File: src/rtl/accumulator_frame_nbit_pkg.sv
// Shared types and helpers for the framed accumulator.
package accumulator_pkg;

  typedef enum logic [1:0] {
    ACC_IDLE = 2'd0,
    ACC_RUN  = 2'd1,
    ACC_DONE = 2'd2
  } acc_state_e;

  // Largest two's-complement value representable in w bits (low w bits used).
  function automatic logic [63:0] acc_smax(input int unsigned w);
    return (64'd1 << (w - 1)) - 64'd1;
  endfunction

  // Most negative two's-complement value in w bits (low w bits used).
  function automatic logic [63:0] acc_smin(input int unsigned w);
    return 64'd1 << (w - 1);
  endfunction

endpackage

File: src/rtl/accumulator_frame_nbit_if.sv
// Sample-in / result-out valid-ready bus of the framed accumulator.
interface accumulator_frame_nbit_if #(
  parameter int unsigned WIDTH       = 8,
  parameter int unsigned NUM_SAMPLES = 4
);
  localparam int unsigned CNT_W = $clog2(NUM_SAMPLES + 1);

  logic             i_valid;
  logic             o_ready;
  logic [WIDTH-1:0] i_a;
  logic             i_sub;
  logic             o_valid;
  logic             i_ready;
  logic [WIDTH-1:0] o_s;
  logic             o_carry;
  logic             o_ovf;
  logic [CNT_W-1:0] o_cnt;

  // Accumulator side.
  modport slave (
    input  i_valid, i_a, i_sub, i_ready,
    output o_ready, o_valid, o_s, o_carry, o_ovf, o_cnt
  );

  // Producer / consumer side.
  modport master (
    output i_valid, i_a, i_sub, i_ready,
    input  o_ready, o_valid, o_s, o_carry, o_ovf, o_cnt
  );
endinterface

File: src/rtl/accumulator_frame_nbit_addsub.sv
// Combinational WIDTH-bit adder/subtractor with carry/borrow and signed overflow.
module acc_addsub_nbit #(
  parameter int unsigned WIDTH = 8
) (
  input  logic [WIDTH-1:0] a,
  input  logic [WIDTH-1:0] b,
  input  logic             sub,
  output logic [WIDTH-1:0] sum,
  output logic             carry,
  output logic             ovf
);
  logic [WIDTH:0] ext;

  // One extra bit captures carry-out on add and borrow (a < b) on subtract.
  always_comb begin
    if (sub) ext = {1'b0, a} - {1'b0, b};
    else     ext = {1'b0, a} + {1'b0, b};
    sum   = ext[WIDTH-1:0];
    carry = ext[WIDTH];
    if (sub) ovf = (a[WIDTH-1] != b[WIDTH-1]) && (sum[WIDTH-1] != a[WIDTH-1]);
    else     ovf = (a[WIDTH-1] == b[WIDTH-1]) && (sum[WIDTH-1] != a[WIDTH-1]);
  end
endmodule

File: src/rtl/accumulator_frame_nbit.sv
// Framed accumulator: sums NUM_SAMPLES add/sub operands, then offers the result
// with sticky carry/overflow over valid/ready.
// Optional macro ACC_SAT_EN: saturate on overflow/carry instead of wrapping.
module accumulator_frame_nbit
  import accumulator_pkg::*;
#(
  parameter int unsigned WIDTH       = 8,
  parameter int unsigned NUM_SAMPLES = 4,
  parameter bit          SIGNED      = 1'b1
) (
  input  logic                     i_clk,
  input  logic                     ni_rst,
  input  logic                     i_clr,
  accumulator_frame_nbit_if.slave  bus
);
  localparam int unsigned      CNT_W    = $clog2(NUM_SAMPLES + 1);
  localparam logic [CNT_W-1:0] LAST_CNT = CNT_W'(NUM_SAMPLES - 1);

  acc_state_e       state_q, state_d;
  logic [WIDTH-1:0] s_q, s_d;
  logic [CNT_W-1:0] cnt_q, cnt_d;
  logic             carry_q, carry_d;
  logic             ovf_q, ovf_d;
  logic             valid_q, valid_d;
  logic             ready_q, ready_d;

  logic [WIDTH-1:0] raw_sum;
  logic [WIDTH-1:0] acc_res;
  logic             raw_carry;
  logic             raw_ovf;
  logic             accept;

  acc_addsub_nbit #(.WIDTH(WIDTH)) u_addsub (
    .a     (s_q),
    .b     (bus.i_a),
    .sub   (bus.i_sub),
    .sum   (raw_sum),
    .carry (raw_carry),
    .ovf   (raw_ovf)
  );

`ifdef ACC_SAT_EN
  // Clamp the raw result to the representable range on overflow/carry.
  always_comb begin
    acc_res = raw_sum;
    if (SIGNED) begin
      if (raw_ovf) acc_res = s_q[WIDTH-1] ? WIDTH'(acc_smin(WIDTH)) : WIDTH'(acc_smax(WIDTH));
    end else if (raw_carry) begin
      acc_res = bus.i_sub ? '0 : '1;
    end
  end
`else
  // Pure modulo arithmetic; signedness only matters for saturation.
  logic unused_signed;
  assign unused_signed = SIGNED;
  assign acc_res       = raw_sum;
`endif

  // ready_q mirrors "not in ACC_DONE", so accept has no path from i_ready.
  assign accept = bus.i_valid && ready_q;

  // Next-state and next-output computation.
  always_comb begin
    state_d = state_q;
    s_d     = s_q;
    cnt_d   = cnt_q;
    carry_d = carry_q;
    ovf_d   = ovf_q;
    valid_d = valid_q;
    ready_d = ready_q;
    if (i_clr) begin
      state_d = ACC_IDLE;
      s_d     = '0;
      cnt_d   = '0;
      carry_d = 1'b0;
      ovf_d   = 1'b0;
      valid_d = 1'b0;
      ready_d = 1'b1;
    end else begin
      case (state_q)
        ACC_IDLE, ACC_RUN: begin
          if (accept) begin
            s_d     = acc_res;
            cnt_d   = cnt_q + CNT_W'(1);
            carry_d = carry_q | raw_carry;
            ovf_d   = ovf_q | raw_ovf;
            if (cnt_q == LAST_CNT) begin
              state_d = ACC_DONE;
              valid_d = 1'b1;
              ready_d = 1'b0;
            end else begin
              state_d = ACC_RUN;
            end
          end
        end
        ACC_DONE: begin
          if (bus.i_ready) begin
            state_d = ACC_IDLE;
            s_d     = '0;
            cnt_d   = '0;
            carry_d = 1'b0;
            ovf_d   = 1'b0;
            valid_d = 1'b0;
            ready_d = 1'b1;
          end
        end
        default: begin
          state_d = ACC_IDLE;
          s_d     = '0;
          cnt_d   = '0;
          carry_d = 1'b0;
          ovf_d   = 1'b0;
          valid_d = 1'b0;
          ready_d = 1'b1;
        end
      endcase
    end
  end

  // State and output registers.
  always_ff @(posedge i_clk or negedge ni_rst) begin
    if (!ni_rst) begin
      state_q <= ACC_IDLE;
      s_q     <= '0;
      cnt_q   <= '0;
      carry_q <= 1'b0;
      ovf_q   <= 1'b0;
      valid_q <= 1'b0;
      ready_q <= 1'b1;
    end else begin
      state_q <= state_d;
      s_q     <= s_d;
      cnt_q   <= cnt_d;
      carry_q <= carry_d;
      ovf_q   <= ovf_d;
      valid_q <= valid_d;
      ready_q <= ready_d;
    end
  end

  assign bus.o_s     = s_q;
  assign bus.o_cnt   = cnt_q;
  assign bus.o_carry = carry_q;
  assign bus.o_ovf   = ovf_q;
  assign bus.o_valid = valid_q;
  assign bus.o_ready = ready_q;
endmodule

File: src/flat_wrapper.sv
// flat-port wrapper written by rule: the top's interface ports become plain ports
module accumulator_frame_nbit_flat import accumulator_pkg::*;
#(
  parameter int unsigned WIDTH       = 8,
  parameter int unsigned NUM_SAMPLES = 4,
  parameter bit          SIGNED      = 1'b1
)
  (i_clk, ni_rst, i_clr, bus_i_valid, bus_i_a, bus_i_sub, bus_i_ready, bus_o_ready, bus_o_valid, bus_o_s, bus_o_carry, bus_o_ovf, bus_o_cnt);
  accumulator_frame_nbit_if #(.WIDTH(WIDTH), .NUM_SAMPLES(NUM_SAMPLES)) bus_i ();
  input  logic i_clk;
  input  logic ni_rst;
  input  logic i_clr;
  input wire logic [$bits(bus_i.i_valid)-1:0] bus_i_valid;
  input wire logic [$bits(bus_i.i_a)-1:0] bus_i_a;
  input wire logic [$bits(bus_i.i_sub)-1:0] bus_i_sub;
  input wire logic [$bits(bus_i.i_ready)-1:0] bus_i_ready;
  output wire logic [$bits(bus_i.o_ready)-1:0] bus_o_ready;
  output wire logic [$bits(bus_i.o_valid)-1:0] bus_o_valid;
  output wire logic [$bits(bus_i.o_s)-1:0] bus_o_s;
  output wire logic [$bits(bus_i.o_carry)-1:0] bus_o_carry;
  output wire logic [$bits(bus_i.o_ovf)-1:0] bus_o_ovf;
  output wire logic [$bits(bus_i.o_cnt)-1:0] bus_o_cnt;
  assign bus_i.i_valid = bus_i_valid;
  assign bus_i.i_a = bus_i_a;
  assign bus_i.i_sub = bus_i_sub;
  assign bus_i.i_ready = bus_i_ready;
  assign bus_o_ready = bus_i.o_ready;
  assign bus_o_valid = bus_i.o_valid;
  assign bus_o_s = bus_i.o_s;
  assign bus_o_carry = bus_i.o_carry;
  assign bus_o_ovf = bus_i.o_ovf;
  assign bus_o_cnt = bus_i.o_cnt;
  accumulator_frame_nbit #(.WIDTH(WIDTH), .NUM_SAMPLES(NUM_SAMPLES), .SIGNED(SIGNED)) u_core (.i_clk(i_clk), .ni_rst(ni_rst), .i_clr(i_clr), .bus(bus_i));
endmodule
File: config.mk
export PLATFORM = sky130hd
export DESIGN_NAME = accumulator_frame_nbit_flat
export DESIGN_NICKNAME = d
export VERILOG_FILES = /design/src/rtl/accumulator_frame_nbit_pkg.sv /design/src/rtl/accumulator_frame_nbit_if.sv /design/src/rtl/accumulator_frame_nbit_addsub.sv /design/src/rtl/accumulator_frame_nbit.sv /design/src/flat_wrapper.sv
export SDC_FILE = /design/constraint.sdc
export NUM_CORES = 1
export LEC_CHECK = 0
export ABC_AREA = 1
export BUFFER_PORTS_ARGS = -buffer_cell sky130_fd_sc_hd__buf_2
export CORE_MARGIN = 4
export CORE_UTILIZATION = 53
export CTS_CLUSTER_DIAMETER = 50
export DETAILED_ROUTE_END_ITERATION = 10
export PLACE_DENSITY = 0.84
export SYNTH_ARGS = -nofsm -noshare
export SYNTH_HDL_FRONTEND = slang
export SYNTH_SLANG_ARGS = --single-unit
File: constraint.sdc
create_clock -name i_clk -period 2 [get_ports i_clk]
set_input_delay 0.1 -clock i_clk [delete_from_list [all_inputs] [get_ports i_clk]]
set_output_delay 0.1 -clock i_clk [all_outputs]
set_load 0.01 [all_outputs]
==> results.cfg, run 1 <==
[route]
drt_iter0_drc = 45
ant_nets = 0
drc = 0
num_vias = 1228
wl_per_cell_um = 12.6
routed_wl_um = 2930
drt_first_pass_iters = 4
vias_per_cell = 5.29

[placed_design]
place_ws_ns = -0.0752
gp_congestion = 0.913
io_buffers = 28
dp_hpwl_um = 2340
place_inst = 226
placedInstanceArea_um2 = 1510

[power]
total_leakage_power_uw = 0.000877
ir_drop_v = 0.000505
finalPower_uw = 1170
cellPowerDensity_nw_per_um2 = 752

[yosys]
syn-mean-instance-area_um2 = 7.79
synth_top_cell_by_area = dfrtp_1
synth_warnings = 0
yosys.area.top_type_share = 0.308
ys_ff_latch = 17
synth_area_um2 = 1300
ys_async_sr_fraction = 1.00
synth_edf_count = 0
yosysSeqAreaShare = 0.328
synthCells = 167
yosys-top-cells-area = dfrtp_1 (31%), ha_1 (11%), inv_1 (9.2%)
synthFlopType = dfrtp_1
synth.distinct_cells = 31
syn-num-nets = 193

[die]
die_area_um2 = 3310
num_rows = 17
io_pins = 29
core_area_um2 = 2280
start_util = 0.572
fp.dieH_um = 57.6
fp.dieW_um = 57.6

[global_routing]
grt_overflow = 0
antenna_found_initial = 0
grt_pass1_vias = 1217
grt_max_degree = 18
grt_use_total = 0.193
grt_pass1_wl_um = 5050

[status]
status = completed

[clock_network]
numCtsBuffers = 3
clockBufferDepth = 2
cts-root-buf = clkbuf_4
insertion_delay_ns = 0.31
cts.sinks = 17
cts_tree = built
cts_max_level = 1
clk_pin_slew_ns = 0.12

[timing]
tightestPinTransition_ns = 0.383
period_needed_ns = 1.90
maxSlewHeadroom = 0.744
max_freq_mhz = 526
setup_viol = 0
report.final.slew_viol_count = 0
clock_skew_ns = 0.00768
setup_slack_ns = 0.0985
rsz0062_at_grt = false
min_period_over_period = 0.951
hold_viol = 0
tns_ns = 0

[critical_path]
path_max_fanout = 3
end_kind = register
slowest_stage = fa_1
critPathRequiredTime_ns = 2.20
crit_type = register to register
crit_chain = inv_1, ha_1, fa_1, nand3b_1, nand2_2, nand3_1, nand2_1, o21ai_1, nand3_1, a21oi_1
cpMostUsedCell = nand3_1
crit_path_start_kind = register
cp.arrival_ns = 2.10
slowest_delay_ns = 0.41

[cells_and_area]
layoutNonFillerInstCount = 232
final_cell_mix = inv_1 (32), buf_2 (28), nand2_1 (25)
syn2layout_area_growth_pct = 19.5
num_antenna_cells = 0
layout_commonest_cell = inv_1
stdcell_area_um2 = 1560
drive_gt1_frac = 0.284
fin_nets = 231

[flow_run]
maxCapViolCount = 0

[hold_path]
min_path_type = input port to register
==> power by group <==
part	leakage (uW)	switching [uW]	internal (uW)
Sequential	0.000224	33.2	387
Combinational	0.000640	318	228
Clock	0.0000139	128	76.2
==> cells in the mapped netlist, types with 3 or more instances <==
cell	instances
a21oi_1	7
dfrtp_1	16
ha_1	11
inv_1	32
nand2_1	26
nand2_2	7
nand3_1	10
nand3_2	4
nor2_1	9
o21ai_0	5
o21ai_1	6
o22ai_1	4
xnor2_1	3
xor2_1	7
==> cell families (layout without fill, tap and decap cells) <==
family,Yosys count,in the layout,synth area share
and+or+nand+nor,61,61,0.228
buffers and inverters,36,73,0.106
AOI/OAI and AO/OA,31,31,0.150
DFF,17,17,0.328
adders and majority gates,12,12,0.121
xor gates and xnor gates,10,10,0.0673
==> state kept, by name, summed over array words and instances (netlist names) <==
register            cells
u_core.bus.o_valid      1
u_core.state_q          2
u_core.bus.o_ready      1
u_core.bus.o_s          8
u_core.bus.o_cnt        3
u_core.bus.o_ovf        1
u_core.bus.o_carry      1
==> routing by layer <==
layer  up-vias  share of wire  global-route usage
met4         0          0.018              0.0596
met5         -              0                   0
met3         9          0.045              0.0385
met2        36           0.50               0.329
li1        617              -                   -
met1       566           0.43               0.244
==> worst max-delay path, delay by kind of cell (launching register included) <==
| family | cells | cell delay (ns) |
|---|---|---|
| adder cells (fa/ha/maj) | 2 | 0.63 |
| AND/OR/NAND/NOR | 5 | 0.59 |
| flip-flops | 1 | 0.38 |
| AO/OA/AOI/OAI | 2 | 0.14 |
| buffers and inverters | 1 | 0.07 |
==> what timing repair did <==
action / in CTS / in global routing
hold endpoints to repair: 16 / 0
setup buffers: 0 / 1
setup endpoints to repair: 0 / 1
gates resized for setup: 0 / 1
hold buffers: 1 / 0
==> final cells by class <==
type / count / area (um2)
multi-input cells: 114 / 739
fillers: 195 / 721
flip-flops and latches: 17 / 427
repair buffers: 35 / 195
inverters: 34 / 129
well taps: 28 / 35.0
clock buffers: 3 / 22.5
clock inverters: 1 / 7.51
==> stage by stage <==
| step | hold WS (ns) | util |
|---|---|---|
| 3_3_place_gp | 0.0330 | 0.661 |
| 4_1_cts | 0.141 | 0.679 |
| 2_1_floorplan | -0.196 | - |
| 3_5_place_dp | 0.0417 | 0.661 |
| 5_1_grt | 0.148 | 0.683 |
| 6_report | 0.150 | 0.683 |
==> worst paths after layout <==
kind	start	to	slack [ns]	depth (start not counted)
worst max register to register	u_core.bus.o_s[0]	u_core.bus.o_carry	0.1	10
worst max-delay path	u_core.bus.o_s[0]	u_core.bus.o_carry	0.1	10
max in group asynchronous	ni_rst	u_core.bus.o_ready	1.46	2
min in group asynchronous	ni_rst	u_core.bus.o_s[7]	0.22	2
worst min-delay path	bus_i_ready	u_core.state_q[1]	0.15	4
worst min register to register	u_core.bus.o_ready	u_core.bus.o_ready	0.51	2
Power figures use the tool's default switching activity.
==> inputs of run 2 (changes only) <==
--- a/config.mk
+++ b/config.mk
@@ -13,4 +13,5 @@
 export DETAILED_ROUTE_END_ITERATION = 10
 export PLACE_DENSITY = 0.84
+export SKIP_CTS_REPAIR_TIMING = 1
 export SYNTH_ARGS = -nofsm -noshare
 export SYNTH_HDL_FRONTEND = slang
==> constraint.sdc (replaced) <==
create_clock -name i_clk -period 2 [get_ports i_clk]
set_input_delay 0.1 -clock i_clk [delete_from_list [all_inputs] [get_ports i_clk]]
set_output_delay 0.1 -clock i_clk [all_outputs]
set_load 0.005 [all_outputs]
==> run 2 against run 1 <==
  * Critical path depth did not move
  * Count of clock-buffer cells in the layout did not move
  * Highest routed layer unchanged
  * Largest cell class unchanged
  * Critical endpoint unchanged
  * Largest power group unchanged
  * Wire length rose by 0.10%
  * First-iteration DRC count fell by 2.2%
  * Critical path type unchanged
  * Combinational power fell by 3%
  * Register-to-register slack barely moved
  * Sequential power barely moved
==> results.cfg, run 2 (synthesis gave the netlist of run 1 again) <==
[status]
status = completed

[critical_path]
cp.arrival_ns = 2.10
critPathTopFamily = adder cells
slowest_stage = fa_1
crit_path_start_kind = register
slowest_delay_ns = 0.41
path_max_fanout = 3
critPathRequiredTime_ns = 2.20
end_kind = register
cp.depth = 10
cpMostUsedCell = nand3_1
crit_type = register to register
crit_buf_inv = 1
worstRegToRegCells = 10
crit_chain = inv_1, ha_1, fa_1, nand3b_1, nand2_2, nand3_1, nand2_1, o21ai_1, nand3_1, a21oi_1

[placed_design]
gp_congestion = 0.913
io_buffers = 28
placedInstanceArea_um2 = 1510
dp_hpwl_um = 2340

[route]
ant_nets = 0
wl_per_cell_um = 12.7
drt_first_pass_iters = 4
drc = 0
vias_per_cell = 5.31
routed_wl_um = 2940
drt_iter0_drc = 44
num_vias = 1231

[clock_network]
clockBufferDepth = 2
insertion_delay_ns = 0.31
cts_max_level = 1
clk_pin_slew_ns = 0.12
cts.sinks = 17
cts_tree = built
cts-root-buf = clkbuf_4
numCtsBuffers = 3

[timing]
rsz0062_at_grt = false
max_freq_mhz = 526
report.final.slew_viol_count = 0
tightestPinTransition_ns = 0.383
period_needed_ns = 1.90
setup_viol = 0
maxSlewHeadroom = 0.744
hold_ws_ns = 0.150
clock_skew_ns = 0.00728
min_period_over_period = 0.951
tns_ns = 0
hold_viol = 0

[cells_and_area]
final_cell_mix = inv_1 (32), buf_2 (28), nand2_1 (25)
multi_input_comb_area_um2 = 739
fin_nets = 231
stdcell_area_um2 = 1560
seq_area_um2 = 427
largest_reg_flops = 8
drive_gt1_frac = 0.284
num_antenna_cells = 0
layout_commonest_cell = inv_1
nFillCells = 195
syn2layout_area_growth_pct = 19.5

[power]
power.switching_uw = 463
total_leakage_power_uw = 0.000877
power_frac_clock = 0.176
seqPwrFrac = 0.365
finalPower_uw = 1150
internal-power_uw = 690
comb_power_share = 0.459
cellPowerDensity_nw_per_um2 = 741
switching_share = 0.401
ir_drop_v = 0.000493

[die]
num_rows = 17
fp.dieH_um = 57.6
fp.dieW_um = 57.6
die_area_um2 = 3310
start_util = 0.572
core_area_um2 = 2280
io_pins = 29

[global_routing]
antenna_found_initial = 0
grt_pass1_vias = 1217
grt_use_total = 0.193
grt_overflow = 0
grt_max_degree = 18
grt_pass1_wl_um = 5050

[hold_path]
hold_depth = 4
min_path_type = input port to register

[flow_run]
maxCapViolCount = 0
## run 2: cell counts in the layout (fill, tap and decap cells not counted)
No cell type changed its count.
## run 2: through the flow
stage | instances | utilization | worst slack, ns
floorplan | 167 | - | 0.183
global placement | 226 | 0.661 | 0.0111
detailed placement | 226 | 0.661 | -0.0752
CTS | 230 | 0.675 | 0.0713
global route | 232 | 0.683 | 0.0207
finish | 232 | 0.683 | 0.0989
## run 2: worst paths after layout
| path | start | to | slack [ns] |
|---|---|---|---|
| min in group asynchronous | ni_rst | u_core.bus.o_s[7] | 0.23 |
| max in group asynchronous | ni_rst | u_core.bus.o_ready | 1.46 |
| hold / removal | bus_i_ready | u_core.state_q[1] | 0.15 |
| hold reg to reg | u_core.bus.o_ready | u_core.bus.o_ready | 0.51 |
| setup reg to reg | u_core.bus.o_s[0] | u_core.bus.o_carry | 0.1 |
| setup / recovery | u_core.bus.o_s[0] | u_core.bus.o_carry | 0.1 |
## run 2: worst reg2reg max path, delay by kind of cell, from the launching register on
family / cells / cell delay (ns)
AO/OA/AOI/OAI: 2 / 0.14
adder cells (fa/ha/maj): 2 / 0.63
buffers and inverters: 1 / 0.07
flip-flops: 1 / 0.38
AND/OR/NAND/NOR: 5 / 0.59
## run 2: routing by layer
layer | vias to the layer above | part of all wire | GRT usage
met4 | 0 | 0.018 | 0.0596
met2 | 38 | 0.50 | 0.329
met1 | 567 | 0.43 | 0.242
met3 | 9 | 0.044 | 0.0407
met5 | - | 0 | 0
li1 | 617 | - | -
## run 2: layout make-up
| type | instances | area share |
|---|---|---|
| repair buffers | 35 | 0.126 |
| inverters | 34 | 0.0829 |
| clock inverters | 1 | 0.00483 |
| multi-input cells | 114 | 0.475 |
| clock buffers | 3 | 0.0145 |
| well taps | 28 | 0.0225 |
| flip-flops and latches | 17 | 0.274 |
## run 2: power groups by stage
stage / clock [uW] / combinational (uW) / sequential, uW
6_report: 203 / 529 / 421
4_1_cts: 210 / 523 / 421
5_1_grt: 232 / 593 / 427
2_1_floorplan: 0 / 352 / 427
3_5_place_dp: 0 / 513 / 427
3_3_place_gp: 0 / 493 / 426
==> inputs of run 3 (changes only) <==
ABC_AREA = 0   (was 1)
CORE_MARGIN = 3   (was 4)
PLACE_DENSITY = 0.85   (was 0.84)
SLEW_MARGIN = 20   (was default)
==> run 3 against run 2 <==
  * Critical path depth shrank 2
  * Clock power shrank 5%
  * Critical path type unchanged
  * Critical endpoint is now u_core.bus.o_s[6]
  * Area after synthesis shrank 6.2%
  * Sequential share of layout area down 1.5 points
  * Utilization grew 11 points
  * Die area is 12% lower
  * Non-clock buffer count rose by 15
  * Sequential power is essentially flat
==> results.cfg, run 3 <==
[route]
drt_first_pass_iters = 6
ant_nets = 0
routed_wl_um = 3420
drt_iter0_drc = 33
wl_per_cell_um = 16.0
drc = 0
num_vias = 1240
vias_per_cell = 5.79

[yosys]
synth_top_cell_by_area = dfrtp_1
ys_ff_latch = 17
yosys-top-cells-area = dfrtp_1 (33%), ha_1 (11%), xnor2_1 (5.0%)
yosys.area.top_type_share = 0.328
synth_warnings = 0
synthFlopType = dfrtp_1
synth_edf_count = 0
synth.distinct_cells = 38
ys_async_sr_fraction = 1.00
synth_area_um2 = 1220
synthCells = 136
yosysSeqAreaShare = 0.349
yosysMostFrequentCell = dfrtp_1
synth_common_cells = dfrtp_1 (16), nand2_1 (14), nor2_1 (13)
syn-num-nets = 162
syn-mean-instance-area_um2 = 8.98

[clock_network]
clk_pin_slew_ns = 0.11
cts-root-buf = clkbuf_4
cts_tree = built
numCtsBuffers = 3
insertion_delay_ns = 0.30
cts.sinks = 17
cts_max_level = 1
clockBufferDepth = 2

[global_routing]
met2_usage = 0.450
grt_max_degree = 18
grt_overflow = 0
antenna_found_initial = 0
grt.busiest_layer = met2
gr-usage-met3 = 0.0693
gr-usage-met1 = 0.256
grt_use_total = 0.240
grt_pass1_vias = 1119
grt_pass1_wl_um = 4980

[die]
num_rows = 16
fp.dieH_um = 54
core_area_um2 = 2060
fp.dieW_um = 54
start_util = 0.592
io_pins = 29
die_area_um2 = 2920

[timing]
setup_viol = 0
clock_skew_ns = 0.00492
hold_viol = 0
rsz0062_at_grt = true
tightestPinTransition_ns = 0.377
maxSlewHeadroom = 0.748
min_period_over_period = 0.990
report.final.slew_viol_count = 0
period_needed_ns = 1.98
max_freq_mhz = 505
tns_ns = 0
setup_slack_ns = 0.0209

[hold_path]
min_path_type = input port to register
hp-start = i_clr
holdPathEnd = u_core.bus.o_ready
hold_depth = 3

[power]
finalPower_uw = 1180
power.switching_uw = 440
comb_power_share = 0.478
power_frac_clock = 0.164
switching_share = 0.373
total_leakage_power_uw = 0.000825
cellPowerDensity_nw_per_um2 = 716
ir_drop_v = 0.000690
internal-power_uw = 738
seqPwrFrac = 0.358

[critical_path]
worstRegToRegCells = 8
r2r-start = u_core.bus.o_s[0]
crit_path_start_kind = register
slowest_delay_ns = 0.40
slowest_stage = dfrtp_1
crit_type = register to register
critPathRequiredTime_ns = 2.19
critPathTopFamily = compound AO/OA/AOI/OAI gates
r2r_end = u_core.bus.o_s[6]
path_max_fanout = 3
end_kind = register
rrSetupSlack_ns = 0.02
cp.arrival_ns = 2.17
crit_chain = inv_2, ha_2, fa_2, nand2b_4, a21oi_4, o21a_1, o21ai_0, a32o_1
crit_buf_inv = 1

[placed_design]
place_ws_ns = -0.316
io_buffers = 28
placedInstanceArea_um2 = 1520
place_inst = 207
gp_congestion = 0.813
dp_hpwl_um = 2400

[cells_and_area]
seq_area_um2 = 427
layout_commonest_cell = buf_2
fin_nets = 214
stdcell_area_um2 = 1650
drive_gt1_frac = 0.380
num_antenna_cells = 0
multi_input_comb_area_um2 = 821
syn2layout_area_growth_pct = 34.7
layoutNonFillerInstCount = 214
largest_reg_flops = 8
nFillCells = 142
final_cell_mix = buf_2 (28), buf_4 (21), dfrtp_1 (16)

[flow_run]
maxCapViolCount = 0

[status]
status = completed
[run 3: changes by cell type after synthesis, moves of 3 or more]
cell	change
nor2_1	+4
xor2_1	-4
o21ai_0	+5
o22ai_1	-4
nand3_2	-4
nand3_1	-8
inv_1	-25
nand2_2	-7
xnor2_1	+4
nand2_1	-12
nand2b_1	+7
o21ai_1	-3
[run 3: cell families (layout without fill, tap and decap cells)]
family                   count (synthesis)  count (layout)  share of synthesized area
AO/OA/AOI/OAI                           38              38                      0.214
multiplexers                             2               2                     0.0184
buffers and inverters                   10              61                     0.0348
AND/OR/NAND/NOR                         47              47                      0.182
flip-flops                              17              17                      0.349
adder cells (fa/ha/maj)                 12              12                      0.129
XOR/XNOR                                10              10                     0.0717
[run 3: cell type report]
class,count,area share
multi-input cells,109,0.499
flip-flops and latches,17,0.259
repair buffers,50,0.187
well taps,27,0.0205
inverters,7,0.0160
clock buffers,3,0.0137
clock inverters,1,0.00456
[run 3: power by group through the flow]
stage                     logic (uW)  clock network, uW  registers, uW
after floorplan                  294                  0            423
after global placement           462                  0            424
after detailed placement         488                  0            427
after CTS                        495                193            421
after global routing             610                220            428
final                            564                193            422
[run 3: how the worst max path moves through the flow]
stage / from / end / slack [ns] / cells past startpoint
after global routing: u_core.bus.o_s[0] / u_core.bus.o_s[6] / -0.10 / 8
after detailed placement: bus_i_a[0] / u_core.bus.o_s[6] / -0.32 / 10
after CTS: u_core.bus.o_s[0] / u_core.bus.o_s[6] / -0.13 / 8
final: u_core.bus.o_s[0] / u_core.bus.o_s[6] / 0.02 / 8
after floorplan: bus_i_a[0] / u_core.bus.o_s[6] / 0.005 / 9
after global placement: bus_i_a[0] / u_core.bus.o_s[6] / -0.24 / 10
[run 3: worst register-to-register path, stage by stage (launching register included)]
cell      delay (ns)
dfrtp_1         0.40
inv_2           0.04
ha_2            0.18
fa_2            0.37
nand2b_4        0.17
a21oi_4         0.18
o21a_1          0.16
o21ai_0         0.10
a32o_1          0.27
[run 3: metrics by stage]
stage                      util  hold slack (ns)
after floorplan               -           -0.196
after global placement    0.738           0.0280
after detailed placement  0.738           0.0418
after CTS                 0.752           -0.287
after global routing      0.798           0.0713
final                     0.798           0.0725
[run 3: routing by layer]
metal	share of wire	vias to the layer above
li1	-	587
met4	0.018	0
met3	0.065	8
met5	0	-
met2	0.54	66
met1	0.38	579
